`src/rtl/seq_alu_if.sv`:
```
// Bus bundle for seq_alu: request side (start/op/a/b) and completion side
// (busy/valid/result/hi/flags). The master drives requests, the ALU is the slave.
interface seq_alu_if #(
    parameter int WIDTH = 32
);
    logic             start;
    logic [3:0]       op;
    logic [WIDTH-1:0] a;
    logic [WIDTH-1:0] b;
    logic             busy;
    logic             valid;
    logic [WIDTH-1:0] result;
    logic [WIDTH-1:0] hi;
    logic             zero;
    logic             div_by_zero;

    modport master (
        output start, op, a, b,
        input  busy, valid, result, hi, zero, div_by_zero
    );

    modport slave (
        input  start, op, a, b,
        output busy, valid, result, hi, zero, div_by_zero
    );
endinterface

```
`src/rtl/seq_alu.sv`:
```
// seq_alu: execute-stage ALU. Legacy logic/arith ops finish in one cycle;
// MULT/MULTU/DIV/DIVU iterate one bit per cycle (shift-add multiply,
// restoring divide on magnitudes), then a FIX cycle applies sign correction.
module seq_alu #(
    parameter int WIDTH      = 32,
    parameter int DIV_ENABLE = 1
) (
    input  logic     clk,
    input  logic     reset,
    seq_alu_if.slave bus
);
    typedef enum logic [1:0] {
        ST_IDLE = 2'd0,
        ST_RUN  = 2'd1,
        ST_FIX  = 2'd2
    } state_t;

    localparam int            CW        = $clog2(WIDTH);
    localparam logic [CW-1:0] LAST_STEP = CW'(WIDTH - 1);

    localparam logic [3:0] OP_AND   = 4'b0000;
    localparam logic [3:0] OP_OR    = 4'b0001;
    localparam logic [3:0] OP_ADD   = 4'b0010;
    localparam logic [3:0] OP_ANDN  = 4'b0100;
    localparam logic [3:0] OP_ORN   = 4'b0101;
    localparam logic [3:0] OP_SUB   = 4'b0110;
    localparam logic [3:0] OP_SLT   = 4'b0111;
    localparam logic [3:0] OP_SLTU  = 4'b1100;
    localparam logic [3:0] OP_MULT  = 4'b1000;
    localparam logic [3:0] OP_MULTU = 4'b1001;
    localparam logic [3:0] OP_DIV   = 4'b1010;
    localparam logic [3:0] OP_DIVU  = 4'b1011;

    // Two's-complement negation at operand width.
    function automatic logic [WIDTH-1:0] negate(input logic [WIDTH-1:0] v);
        negate = ~v + WIDTH'(1);
    endfunction

    // Absolute value for signed ops; MIN maps to 2^(WIDTH-1) read as unsigned.
    function automatic logic [WIDTH-1:0] magnitude(input logic [WIDTH-1:0] v,
                                                   input logic             is_signed);
        if (is_signed && v[WIDTH-1]) begin
            magnitude = negate(v);
        end else begin
            magnitude = v;
        end
    endfunction

    state_t           state_r;
    state_t           state_s;
    logic [CW-1:0]    cnt_r;
    logic [WIDTH-1:0] acc_r;       // product high / partial remainder
    logic [WIDTH-1:0] q_r;         // multiplier (shifted out) / quotient (shifted in)
    logic [WIDTH-1:0] opb_r;       // multiplicand / divisor magnitude
    logic             mode_div_r;
    logic             neg_q_r;     // negate product or quotient in FIX
    logic             neg_r_r;     // negate remainder in FIX

    logic             busy_r;
    logic             valid_r;
    logic [WIDTH-1:0] result_r;
    logic [WIDTH-1:0] hi_r;
    logic             zero_r;
    logic             dbz_r;

    logic             is_mul_s;
    logic             is_div_s;
    logic             is_signed_s;
    logic             b_zero_s;
    logic             launch_s;
    logic             single_s;
    logic [WIDTH-1:0] simple_res_s;
    logic [WIDTH:0]   add_s;
    logic [WIDTH:0]   sub_s;
    logic [WIDTH-1:0] acc_step_s;
    logic [WIDTH-1:0] q_step_s;
    logic [2*WIDTH-1:0] prod_s;
    logic [WIDTH-1:0] fix_lo_s;
    logic [WIDTH-1:0] fix_hi_s;

    // Decode the request; DIV codes become reserved when the divider is disabled.
    always_comb begin
        is_mul_s    = (bus.op == OP_MULT) || (bus.op == OP_MULTU);
        is_div_s    = (DIV_ENABLE != 0) && ((bus.op == OP_DIV) || (bus.op == OP_DIVU));
        is_signed_s = (bus.op == OP_MULT) || (bus.op == OP_DIV);
        b_zero_s    = (bus.b == {WIDTH{1'b0}});
        if (state_r == ST_IDLE && bus.start) begin
            launch_s = is_mul_s || (is_div_s && !b_zero_s);
            single_s = !(is_mul_s || (is_div_s && !b_zero_s));
        end else begin
            launch_s = 1'b0;
            single_s = 1'b0;
        end
    end

    // Single-cycle op results; reserved codes fall through to zero.
    always_comb begin
        simple_res_s = {WIDTH{1'b0}};
        case (bus.op)
            OP_AND:  simple_res_s = bus.a & bus.b;
            OP_OR:   simple_res_s = bus.a | bus.b;
            OP_ADD:  simple_res_s = bus.a + bus.b;
            OP_ANDN: simple_res_s = bus.a & ~bus.b;
            OP_ORN:  simple_res_s = bus.a | ~bus.b;
            OP_SUB:  simple_res_s = bus.a - bus.b;
            OP_SLT:  simple_res_s = {{(WIDTH-1){1'b0}}, ($signed(bus.a) < $signed(bus.b))};
            OP_SLTU: simple_res_s = {{(WIDTH-1){1'b0}}, (bus.a < bus.b)};
            default: simple_res_s = {WIDTH{1'b0}};
        endcase
    end

    // One iteration: shift-add multiply step or restoring-divide step.
    always_comb begin
        add_s = {1'b0, acc_r} + {1'b0, opb_r};
        sub_s = {acc_r, q_r[WIDTH-1]} - {1'b0, opb_r};
        if (mode_div_r) begin
            if (!sub_s[WIDTH]) begin
                acc_step_s = sub_s[WIDTH-1:0];
                q_step_s   = {q_r[WIDTH-2:0], 1'b1};
            end else begin
                acc_step_s = {acc_r[WIDTH-2:0], q_r[WIDTH-1]};
                q_step_s   = {q_r[WIDTH-2:0], 1'b0};
            end
        end else begin
            if (q_r[0]) begin
                {acc_step_s, q_step_s} = {add_s, q_r[WIDTH-1:1]};
            end else begin
                {acc_step_s, q_step_s} = {1'b0, acc_r, q_r[WIDTH-1:1]};
            end
        end
    end

    // Sign correction applied during FIX.
    always_comb begin
        prod_s   = {acc_r, q_r};
        fix_lo_s = q_r;
        fix_hi_s = acc_r;
        if (mode_div_r) begin
            if (neg_q_r) begin
                fix_lo_s = negate(q_r);
            end else begin
                fix_lo_s = q_r;
            end
            if (neg_r_r) begin
                fix_hi_s = negate(acc_r);
            end else begin
                fix_hi_s = acc_r;
            end
        end else begin
            if (neg_q_r) begin
                prod_s = ~{acc_r, q_r} + {{(2*WIDTH-1){1'b0}}, 1'b1};
            end else begin
                prod_s = {acc_r, q_r};
            end
            fix_lo_s = prod_s[WIDTH-1:0];
            fix_hi_s = prod_s[2*WIDTH-1:WIDTH];
        end
    end

    // Next-state logic: IDLE -> RUN (WIDTH steps) -> FIX -> IDLE.
    always_comb begin
        state_s = state_r;
        case (state_r)
            ST_IDLE: begin
                if (launch_s) begin
                    state_s = ST_RUN;
                end else begin
                    state_s = ST_IDLE;
                end
            end
            ST_RUN: begin
                if (cnt_r == LAST_STEP) begin
                    state_s = ST_FIX;
                end else begin
                    state_s = ST_RUN;
                end
            end
            ST_FIX:  state_s = ST_IDLE;
            default: state_s = ST_IDLE;
        endcase
    end

    // State register.
    always_ff @(posedge clk or posedge reset) begin
        if (reset) begin
            state_r <= ST_IDLE;
        end else begin
            state_r <= state_s;
        end
    end

    // Iterative datapath: load magnitudes on launch, step while in RUN.
    always_ff @(posedge clk or posedge reset) begin
        if (reset) begin
            cnt_r      <= {CW{1'b0}};
            acc_r      <= {WIDTH{1'b0}};
            q_r        <= {WIDTH{1'b0}};
            opb_r      <= {WIDTH{1'b0}};
            mode_div_r <= 1'b0;
            neg_q_r    <= 1'b0;
            neg_r_r    <= 1'b0;
        end else begin
            case (state_r)
                ST_IDLE: begin
                    if (launch_s) begin
                        cnt_r      <= {CW{1'b0}};
                        acc_r      <= {WIDTH{1'b0}};
                        q_r        <= magnitude(bus.a, is_signed_s);
                        opb_r      <= magnitude(bus.b, is_signed_s);
                        mode_div_r <= is_div_s;
                        neg_q_r    <= is_signed_s && (bus.a[WIDTH-1] ^ bus.b[WIDTH-1]);
                        neg_r_r    <= is_signed_s && is_div_s && bus.a[WIDTH-1];
                    end
                end
                ST_RUN: begin
                    acc_r <= acc_step_s;
                    q_r   <= q_step_s;
                    cnt_r <= cnt_r + CW'(1);
                end
                default: begin
                    cnt_r <= cnt_r;
                end
            endcase
        end
    end

    // Registered outputs: update only on completion, valid pulses for one cycle.
    always_ff @(posedge clk or posedge reset) begin
        if (reset) begin
            busy_r   <= 1'b0;
            valid_r  <= 1'b0;
            result_r <= {WIDTH{1'b0}};
            hi_r     <= {WIDTH{1'b0}};
            zero_r   <= 1'b0;
            dbz_r    <= 1'b0;
        end else begin
            busy_r  <= (state_s != ST_IDLE);
            valid_r <= 1'b0;
            if (state_r == ST_FIX) begin
                valid_r  <= 1'b1;
                result_r <= fix_lo_s;
                hi_r     <= fix_hi_s;
                zero_r   <= (fix_lo_s == {WIDTH{1'b0}});
                dbz_r    <= 1'b0;
            end else if (single_s) begin
                valid_r <= 1'b1;
                if (is_div_s && b_zero_s) begin
                    result_r <= {WIDTH{1'b1}};
                    hi_r     <= bus.a;
                    zero_r   <= 1'b0;
                    dbz_r    <= 1'b1;
                end else begin
                    result_r <= simple_res_s;
                    hi_r     <= {WIDTH{1'b0}};
                    zero_r   <= (simple_res_s == {WIDTH{1'b0}});
                    dbz_r    <= 1'b0;
                end
            end
        end
    end

    assign bus.busy        = busy_r;
    assign bus.valid       = valid_r;
    assign bus.result      = result_r;
    assign bus.hi          = hi_r;
    assign bus.zero        = zero_r;
    assign bus.div_by_zero = dbz_r;

endmodule

```
`src/flat_wrapper.sv`:
```
// flat-port wrapper written by rule: the top's interface ports become plain ports
module seq_alu_flat 
#(
    parameter int WIDTH      = 32,
    parameter int DIV_ENABLE = 1
)
  (clk, reset, bus_start, bus_op, bus_a, bus_b, bus_busy, bus_valid, bus_result, bus_hi, bus_zero, bus_div_by_zero);
  seq_alu_if #(.WIDTH(WIDTH)) bus_i ();
  input  logic clk;
  input  logic reset;
  input wire logic [$bits(bus_i.start)-1:0] bus_start;
  input wire logic [$bits(bus_i.op)-1:0] bus_op;
  input wire logic [$bits(bus_i.a)-1:0] bus_a;
  input wire logic [$bits(bus_i.b)-1:0] bus_b;
  output wire logic [$bits(bus_i.busy)-1:0] bus_busy;
  output wire logic [$bits(bus_i.valid)-1:0] bus_valid;
  output wire logic [$bits(bus_i.result)-1:0] bus_result;
  output wire logic [$bits(bus_i.hi)-1:0] bus_hi;
  output wire logic [$bits(bus_i.zero)-1:0] bus_zero;
  output wire logic [$bits(bus_i.div_by_zero)-1:0] bus_div_by_zero;
  assign bus_i.start = bus_start;
  assign bus_i.op = bus_op;
  assign bus_i.a = bus_a;
  assign bus_i.b = bus_b;
  assign bus_busy = bus_i.busy;
  assign bus_valid = bus_i.valid;
  assign bus_result = bus_i.result;
  assign bus_hi = bus_i.hi;
  assign bus_zero = bus_i.zero;
  assign bus_div_by_zero = bus_i.div_by_zero;
  seq_alu #(.WIDTH(WIDTH), .DIV_ENABLE(DIV_ENABLE)) u_core (.clk(clk), .reset(reset), .bus(bus_i));
endmodule
```
`config.mk`:
```
export PLATFORM = sky130hd
export DESIGN_NAME = seq_alu_flat
export DESIGN_NICKNAME = d
export VERILOG_FILES = /design/src/rtl/seq_alu_if.sv /design/src/rtl/seq_alu.sv /design/src/flat_wrapper.sv
export SDC_FILE = /design/constraint.sdc
export NUM_CORES = 1
export LEC_CHECK = 0
export ABC_AREA = 1
export CORE_MARGIN = 2
export CORE_UTILIZATION = 39
export DETAILED_ROUTE_END_ITERATION = 16
export SYNTH_ARGS = -nofsm -noshare
export SYNTH_HDL_FRONTEND = slang
export SYNTH_SLANG_ARGS = --single-unit
```
`constraint.sdc`:
```
create_clock -name clk -period 9.28 [get_ports clk]
set_clock_uncertainty 0.2 [all_clocks]
set_input_delay 0.928 -clock clk [delete_from_list [all_inputs] [get_ports clk]]
set_output_delay 0.928 -clock clk [all_outputs]
set_load 0.1 [all_outputs]
```
==> report_table.html <==
<table>
<tr><th>Metric</th><th>Value</th></tr>
<tr><th colspan="2">Setup path</th></tr>
<tr><td>Biggest fanout along the worst timing path</td><td>50</td></tr>
<tr><td>Critical-path cell list</td><td>inv_1 &gt; ha_1 &gt; inv_1 &gt; fa_1 &gt; nand2_1 &gt; inv_1 &gt; nand2_1 &gt; nand2_1 &gt; a21oi_1 &gt; o21ai_2 &gt; nand2_1 &gt; nand2_1 &gt; nand2_1 &gt; nand3_1 &gt; nand2_2 &gt; buf_4 &gt; inv_2 &gt; nand2_1 &gt; nand3_1 &gt; nand2_1 &gt; o21ai_0</td></tr>
<tr><td>Category of the critical setup timing path</td><td>flop to flop</td></tr>
<tr><td>Largest incremental delay on the critical path</td><td>about 0.50 ns</td></tr>
<tr><td>Data required time of the worst path</td><td>about 9.4 ns</td></tr>
<tr><td>Depth of the worst register-to-register path</td><td>21</td></tr>
<tr><td>CP arrival</td><td>around 4.6 ns</td></tr>
<tr><td>Kind of end point of the critical path</td><td>flop</td></tr>
<tr><td>Reg2reg end</td><td>u_core.acc_r[13]</td></tr>
<tr><td>Cell at the slowest stage of the critical path</td><td>sky130_fd_sc_hd__buf_4</td></tr>
<tr><td>Startpoint class of the critical path</td><td>flop</td></tr>
<tr><td>Origin of the critical flop-to-flop path</td><td>u_core.q_r[31]</td></tr>
<tr><td>Most used cell, CP</td><td>sky130_fd_sc_hd__nand2_1</td></tr>
<tr><td>Worst setup slack for register-to-register paths</td><td>4.87 ns</td></tr>
<tr><th colspan="2">Floorplanning</th></tr>
<tr><td>Total die area</td><td>60,100 um2</td></tr>
<tr><td>Overall die height</td><td>245 um</td></tr>
<tr><td>Number of core rows</td><td>just under 90</td></tr>
<tr><td>Num ports</td><td>139</td></tr>
<tr><td>Horiz. Die Dim</td><td>between 200 and 250 um</td></tr>
<tr><td>Starting density of the core</td><td>0.394</td></tr>
<tr><td>Core Box Area</td><td>approximately 58,000 um2</td></tr>
<tr><th colspan="2">Routing</th></tr>
<tr><td>Antenna-violating nets left</td><td>0</td></tr>
<tr><td>Number of violations reported at the end of detailed-routing iteration 0</td><td>3,235</td></tr>
<tr><td>Vias per Instance</td><td>between 5 and 6</td></tr>
<tr><td>Total via count after detailed routing</td><td>~27,000</td></tr>
<tr><td>Final wirelength</td><td>106 mm</td></tr>
<tr><td>Average wire per standard cell</td><td>between 20 and 25 um</td></tr>
<tr><td>Detailed Routing Iterations Pass 1</td><td>6</td></tr>
<tr><td>Drc violations</td><td>0</td></tr>
<tr><th colspan="2">Clocking</th></tr>
<tr><td>Skew-Pair Late Insertion Delay</td><td>0.50 ns</td></tr>
<tr><td>TritonCTS clock tree</td><td>done</td></tr>
<tr><td>CTS sink cnt</td><td>roughly 170</td></tr>
<tr><td>Buffer depth of the longest clock path</td><td>2</td></tr>
<tr><td>Number of buffers inserted for hold repair after clock tree synthesis</td><td>0</td></tr>
<tr><td>Cts repair resizes</td><td>0</td></tr>
<tr><td>Clock Root Buffer</td><td>sky130_fd_sc_hd__clkbuf_16</td></tr>
<tr><td># H-tree levels</td><td>4</td></tr>
<tr><td>Register clock-pin slew on the reported worst setup and hold paths</td><td>about 0.080 ns</td></tr>
<tr><td>CTS Buf Count</td><td>17</td></tr>
<tr><td>Post-CTS Setup Inserts</td><td>0</td></tr>
<tr><th colspan="2">Power and ir drop</th></tr>
<tr><td>Power per Cell Area</td><td>337 nW/um2</td></tr>
<tr><td>Worst vdd rail ir drop</td><td>between 0.0004 and 0.0005 V</td></tr>
<tr><td>Pint</td><td>around 3.3 mW</td></tr>
<tr><td>Overall power after layout</td><td>8.49 mW</td></tr>
<tr><td>Leakage</td><td>about 12 nW</td></tr>
<tr><td>Sequential share of power</td><td>0.197</td></tr>
<tr><td>Comb pwr share</td><td>0.716</td></tr>
<tr><td>Net switching share of the total power</td><td>0.617</td></tr>
<tr><td>Share of total power in the clock network</td><td>0.087</td></tr>
<tr><td>Net switching component of the power</td><td>about 5.2 mW</td></tr>
<tr><th colspan="2">Global route</th></tr>
<tr><td>Via count of the first global-routing pass</td><td>between 20,000 and 25,000</td></tr>
<tr><td>Initial antenna violation count</td><td>1</td></tr>
<tr><td>Pin count of the biggest net entering global routing</td><td>101</td></tr>
<tr><td>Global router's overall resource usage</td><td>0.348</td></tr>
<tr><td>Remaining global-route overflow</td><td>0</td></tr>
<tr><td>First-pass GRT wire length</td><td>156 mm</td></tr>
<tr><th colspan="2">Finish</th></tr>
<tr><td>Total non-filler cell area in the finished layout</td><td>between 20,000 and 30,000 um2</td></tr>
<tr><td>Filler Cell Count</td><td>approximately 6,400</td></tr>
<tr><td>NumNets Final</td><td>between 4,000 and 5,000</td></tr>
<tr><td>Area added between synthesis and finish</td><td>11.1%</td></tr>
<tr><td>Core occupancy in the finished layout</td><td>0.438</td></tr>
<tr><td>Multi-input gate area</td><td>~16,000 um2</td></tr>
<tr><td>Fraction of layout instances using a drive strength above 1</td><td>0.0339</td></tr>
<tr><td>Area occupied by registers</td><td>4360 um2</td></tr>
<tr><th colspan="2">Outcome</th></tr>
<tr><td>Status</td><td>complete, no violations</td></tr>
<tr><th colspan="2">Placed design</th></tr>
<tr><td>GPL Wtd Cong</td><td>~1.1</td></tr>
<tr><td>Post-place instance area</td><td>roughly 25,000 um2</td></tr>
<tr><td>IO buf count</td><td>138</td></tr>
<tr><td>Dpl hpwl</td><td>approximately 85 mm</td></tr>
<tr><td>DP Worst Slack</td><td>approximately 4.4 ns</td></tr>
<tr><th colspan="2">Synth</th></tr>
<tr><td>Synthesis-stage register bit count</td><td>174</td></tr>
<tr><td>Top cell type's share of synthesized area</td><td>0.192</td></tr>
<tr><td>Cells after synthesis</td><td>between 3,000 and 4,000</td></tr>
<tr><td>Post-synthesis cell type with the largest combined area</td><td>sky130_fd_sc_hd__dfrtp_1</td></tr>
<tr><td>Ys flop type</td><td>sky130_fd_sc_hd__dfrtp_1</td></tr>
<tr><td>Top cells by area in the synthesized netlist</td><td>sky130_fd_sc_hd__dfrtp_1 19%, sky130_fd_sc_hd__nand2_1 17%, sky130_fd_sc_hd__inv_1 8.1%</td></tr>
<tr><td>Number of warning messages in the yosys log</td><td>0</td></tr>
<tr><td>Count of flip-flops with a built-in enable after synthesis</td><td>0</td></tr>
<tr><td>Share of synthesized flip-flops with an asynchronous set or reset</td><td>1.00</td></tr>
<tr><td>Post-synth net total</td><td>4,164</td></tr>
<tr><td>Netlist area before placement</td><td>roughly 23,000 um2</td></tr>
<tr><td>Seq/Total Area, Yosys</td><td>0.192</td></tr>
<tr><td>Average cell area after synthesis</td><td>5.74 um2</td></tr>
<tr><td>Cell variety after synth</td><td>58</td></tr>
<tr><th colspan="2">Timing</th></tr>
<tr><td>Post-route minimum period</td><td>4.41 ns</td></tr>
<tr><td>Setup TNS after final layout</td><td>0 ns</td></tr>
<tr><td>Final-report max-slew violation count</td><td>0</td></tr>
<tr><td>Achievable Freq</td><td>227 MHz</td></tr>
<tr><td>RSZ-0062 raised after global routing</td><td>no</td></tr>
<tr><td>Fin worst setup slack</td><td>about 5 ns</td></tr>
<tr><td>Final Setup Violations</td><td>0</td></tr>
<tr><td>Final critical-path share of the clock period</td><td>0.476</td></tr>
<tr><td>Number of failing hold endpoints at the final stage</td><td>0</td></tr>
<tr><td>Measured slew at the worst slew-check pin</td><td>roughly 1.2 ns</td></tr>
<tr><td>Relative slew margins</td><td>0.232</td></tr>
<tr><th colspan="2">Min path</th></tr>
<tr><td>Hold endpoint</td><td>u_core.bus.result[13]</td></tr>
<tr><td>Cells on Worst Hold Path</td><td>2</td></tr>
<tr><td>Worst hold path type</td><td>flop to flop</td></tr>
<tr><td>Startpoint of the worst hold path</td><td>u_core.bus.result[13]</td></tr>
<tr><th colspan="2">Job</th></tr>
<tr><td>Max Cap Violations</td><td>0</td></tr>
</table>
## area by class of cell
class,count,share of cell area
diodes,1,0.0000993
well taps,765,0.0380
inverters,505,0.0755
clock inverters,15,0.00581
repair buffers,168,0.0638
clock buffers,17,0.0169
multi-input cells,3130,0.627
flip-flops and latches,174,0.173
## worst max-delay path by stage
stage | from | end | slack, ns | cells after the start
after floorplan | reset | u_core.acc_r[0] | 3.44 | 1
after global placement | bus_b[1] | u_core.bus.hi[21] | 4.55 | 14
after detailed placement | bus_b[1] | u_core.bus.hi[21] | 4.44 | 14
after CTS | u_core.q_r[31] | u_core.acc_r[13] | 4.94 | 21
after global routing | bus_b[1] | u_core.bus.hi[9] | 4.62 | 14
final | u_core.q_r[31] | u_core.acc_r[13] | 4.87 | 21
## metal layers
layer | vias to the layer above | wire length [um] | GRT usage
met2 | 1299 | 45800 | 0.534
li1 | 13100 | - | -
met1 | 12600 | 43700 | 0.452
met5 | - | 0 | 0
met4 | 0 | 7740 | 0.220
met3 | 252 | 9100 | 0.0590
## critical path: cells and delay by family (launching register included)
| family | cells | cell delay [ns] |
|---|---|---|
| AOI/OAI and AO/OA | 3 | 0.68 |
| adders and majority gates | 2 | 0.56 |
| buffers and inverters | 5 | 1.16 |
| DFF | 1 | 0.44 |
| and+or+nand+nor | 11 | 1.15 |
## synth_stat cells, types with 3 or more instances
master                     instances
sky130_fd_sc_hd__nor2_1          477
sky130_fd_sc_hd__o21a_1            4
sky130_fd_sc_hd__ha_1            133
sky130_fd_sc_hd__a211oi_1          4
sky130_fd_sc_hd__and2_1            3
sky130_fd_sc_hd__dfrtp_1         174
sky130_fd_sc_hd__a21oi_1         349
sky130_fd_sc_hd__a21boi_0          7
sky130_fd_sc_hd__buf_2            45
sky130_fd_sc_hd__xnor2_1          12
sky130_fd_sc_hd__nor4_1           12
sky130_fd_sc_hd__a31oi_1          31
sky130_fd_sc_hd__a21o_1            8
sky130_fd_sc_hd__o21bai_1         25
sky130_fd_sc_hd__o22ai_1          14
sky130_fd_sc_hd__nand2_1        1046
sky130_fd_sc_hd__inv_1           487
sky130_fd_sc_hd__buf_1            15
sky130_fd_sc_hd__inv_2            15
sky130_fd_sc_hd__fa_1              4
sky130_fd_sc_hd__clkbuf_1         76
sky130_fd_sc_hd__nor3_2            9
sky130_fd_sc_hd__o31ai_1           5
sky130_fd_sc_hd__xor2_1           79
sky130_fd_sc_hd__buf_6             4
sky130_fd_sc_hd__or2_2            18
sky130_fd_sc_hd__clkinv_1          3
sky130_fd_sc_hd__nand4_1          68
sky130_fd_sc_hd__o21ai_1          26
sky130_fd_sc_hd__nor2_2           13
sky130_fd_sc_hd__nand3b_1         15
sky130_fd_sc_hd__buf_4             5
sky130_fd_sc_hd__a22o_1            3
sky130_fd_sc_hd__o21ai_0         348
sky130_fd_sc_hd__o211ai_1         38
sky130_fd_sc_hd__nand3_1         302
sky130_fd_sc_hd__nor3_1           54
## registers in the layout, indices dropped and copies added (netlist names), 2 cells and up
register	cells
u_core.state_r	2
u_core.acc_r	32
u_core.q_r	32
u_core.bus.result	32
u_core.cnt_r	5
u_core.bus.hi	32
u_core.opb_r	32
## placed cells by master (no fill, tap or decap), types with 3 or more instances in the layout
| cell | count |
|---|---|
| sky130_fd_sc_hd__nand2_1 | 1046 |
| sky130_fd_sc_hd__inv_1 | 485 |
| sky130_fd_sc_hd__nor2_1 | 473 |
| sky130_fd_sc_hd__a21oi_1 | 349 |
| sky130_fd_sc_hd__o21ai_0 | 348 |
| sky130_fd_sc_hd__nand3_1 | 302 |
| sky130_fd_sc_hd__dfrtp_1 | 173 |
| sky130_fd_sc_hd__clkdlybuf4s50_1 | 138 |
| sky130_fd_sc_hd__ha_1 | 133 |
| sky130_fd_sc_hd__xor2_1 | 79 |
| sky130_fd_sc_hd__nand4_1 | 68 |
| sky130_fd_sc_hd__nor3_1 | 52 |
| sky130_fd_sc_hd__o211ai_1 | 38 |
| sky130_fd_sc_hd__a31oi_1 | 31 |
| sky130_fd_sc_hd__buf_4 | 30 |
| sky130_fd_sc_hd__o21ai_1 | 26 |
| sky130_fd_sc_hd__o21bai_1 | 25 |
| sky130_fd_sc_hd__or2_2 | 18 |
| sky130_fd_sc_hd__nor2_2 | 17 |
| sky130_fd_sc_hd__clkbuf_16 | 17 |
| sky130_fd_sc_hd__inv_2 | 16 |
| sky130_fd_sc_hd__nand3b_1 | 15 |
| sky130_fd_sc_hd__o22ai_1 | 14 |
| sky130_fd_sc_hd__nor4_1 | 12 |
| sky130_fd_sc_hd__xnor2_1 | 12 |
| sky130_fd_sc_hd__nor3_2 | 11 |
| sky130_fd_sc_hd__a21o_1 | 8 |
| sky130_fd_sc_hd__a21boi_0 | 7 |
| sky130_fd_sc_hd__o31ai_1 | 5 |
| sky130_fd_sc_hd__inv_8 | 5 |
| sky130_fd_sc_hd__o21a_1 | 4 |
| sky130_fd_sc_hd__a211oi_1 | 4 |
| sky130_fd_sc_hd__fa_1 | 4 |
| sky130_fd_sc_hd__clkinv_4 | 4 |
| sky130_fd_sc_hd__inv_6 | 4 |
| sky130_fd_sc_hd__clkinv_1 | 3 |
| sky130_fd_sc_hd__and2_1 | 3 |
| sky130_fd_sc_hd__a22o_1 | 3 |
## power groups by stage
stage / clock (mW) / combinational [mW] / sequential [mW]
after global routing: 0.773 / 6.65 / 1.70
after CTS: 0.749 / 5.98 / 1.65
after floorplan: 0 / 3.58 / 2.25
after global placement: 0 / 5.93 / 1.67
final: 0.739 / 6.08 / 1.67
after detailed placement: 0 / 5.95 / 1.66
## per-stage QoR
| stage | std cells | hold WS, ns |
|---|---|---|
| 2_1_floorplan | 3956 | 0.273 |
| 3_3_place_gp | 4742 | 0.266 |
| 3_5_place_dp | 4742 | 0.271 |
| 4_1_cts | 4774 | 0.294 |
| 5_1_grt | 4775 | 0.307 |
| 6_report | 4775 | 0.289 |
## cell families after synthesis
kind of cell / synth area share
AND/OR/NAND/NOR: 0.374
buffers and inverters: 0.113
XOR/XNOR: 0.0351
AO/OA/AOI/OAI: 0.210
flip-flops: 0.192
adder cells (fa/ha/maj): 0.0769
Power figures use the tool's default switching activity.
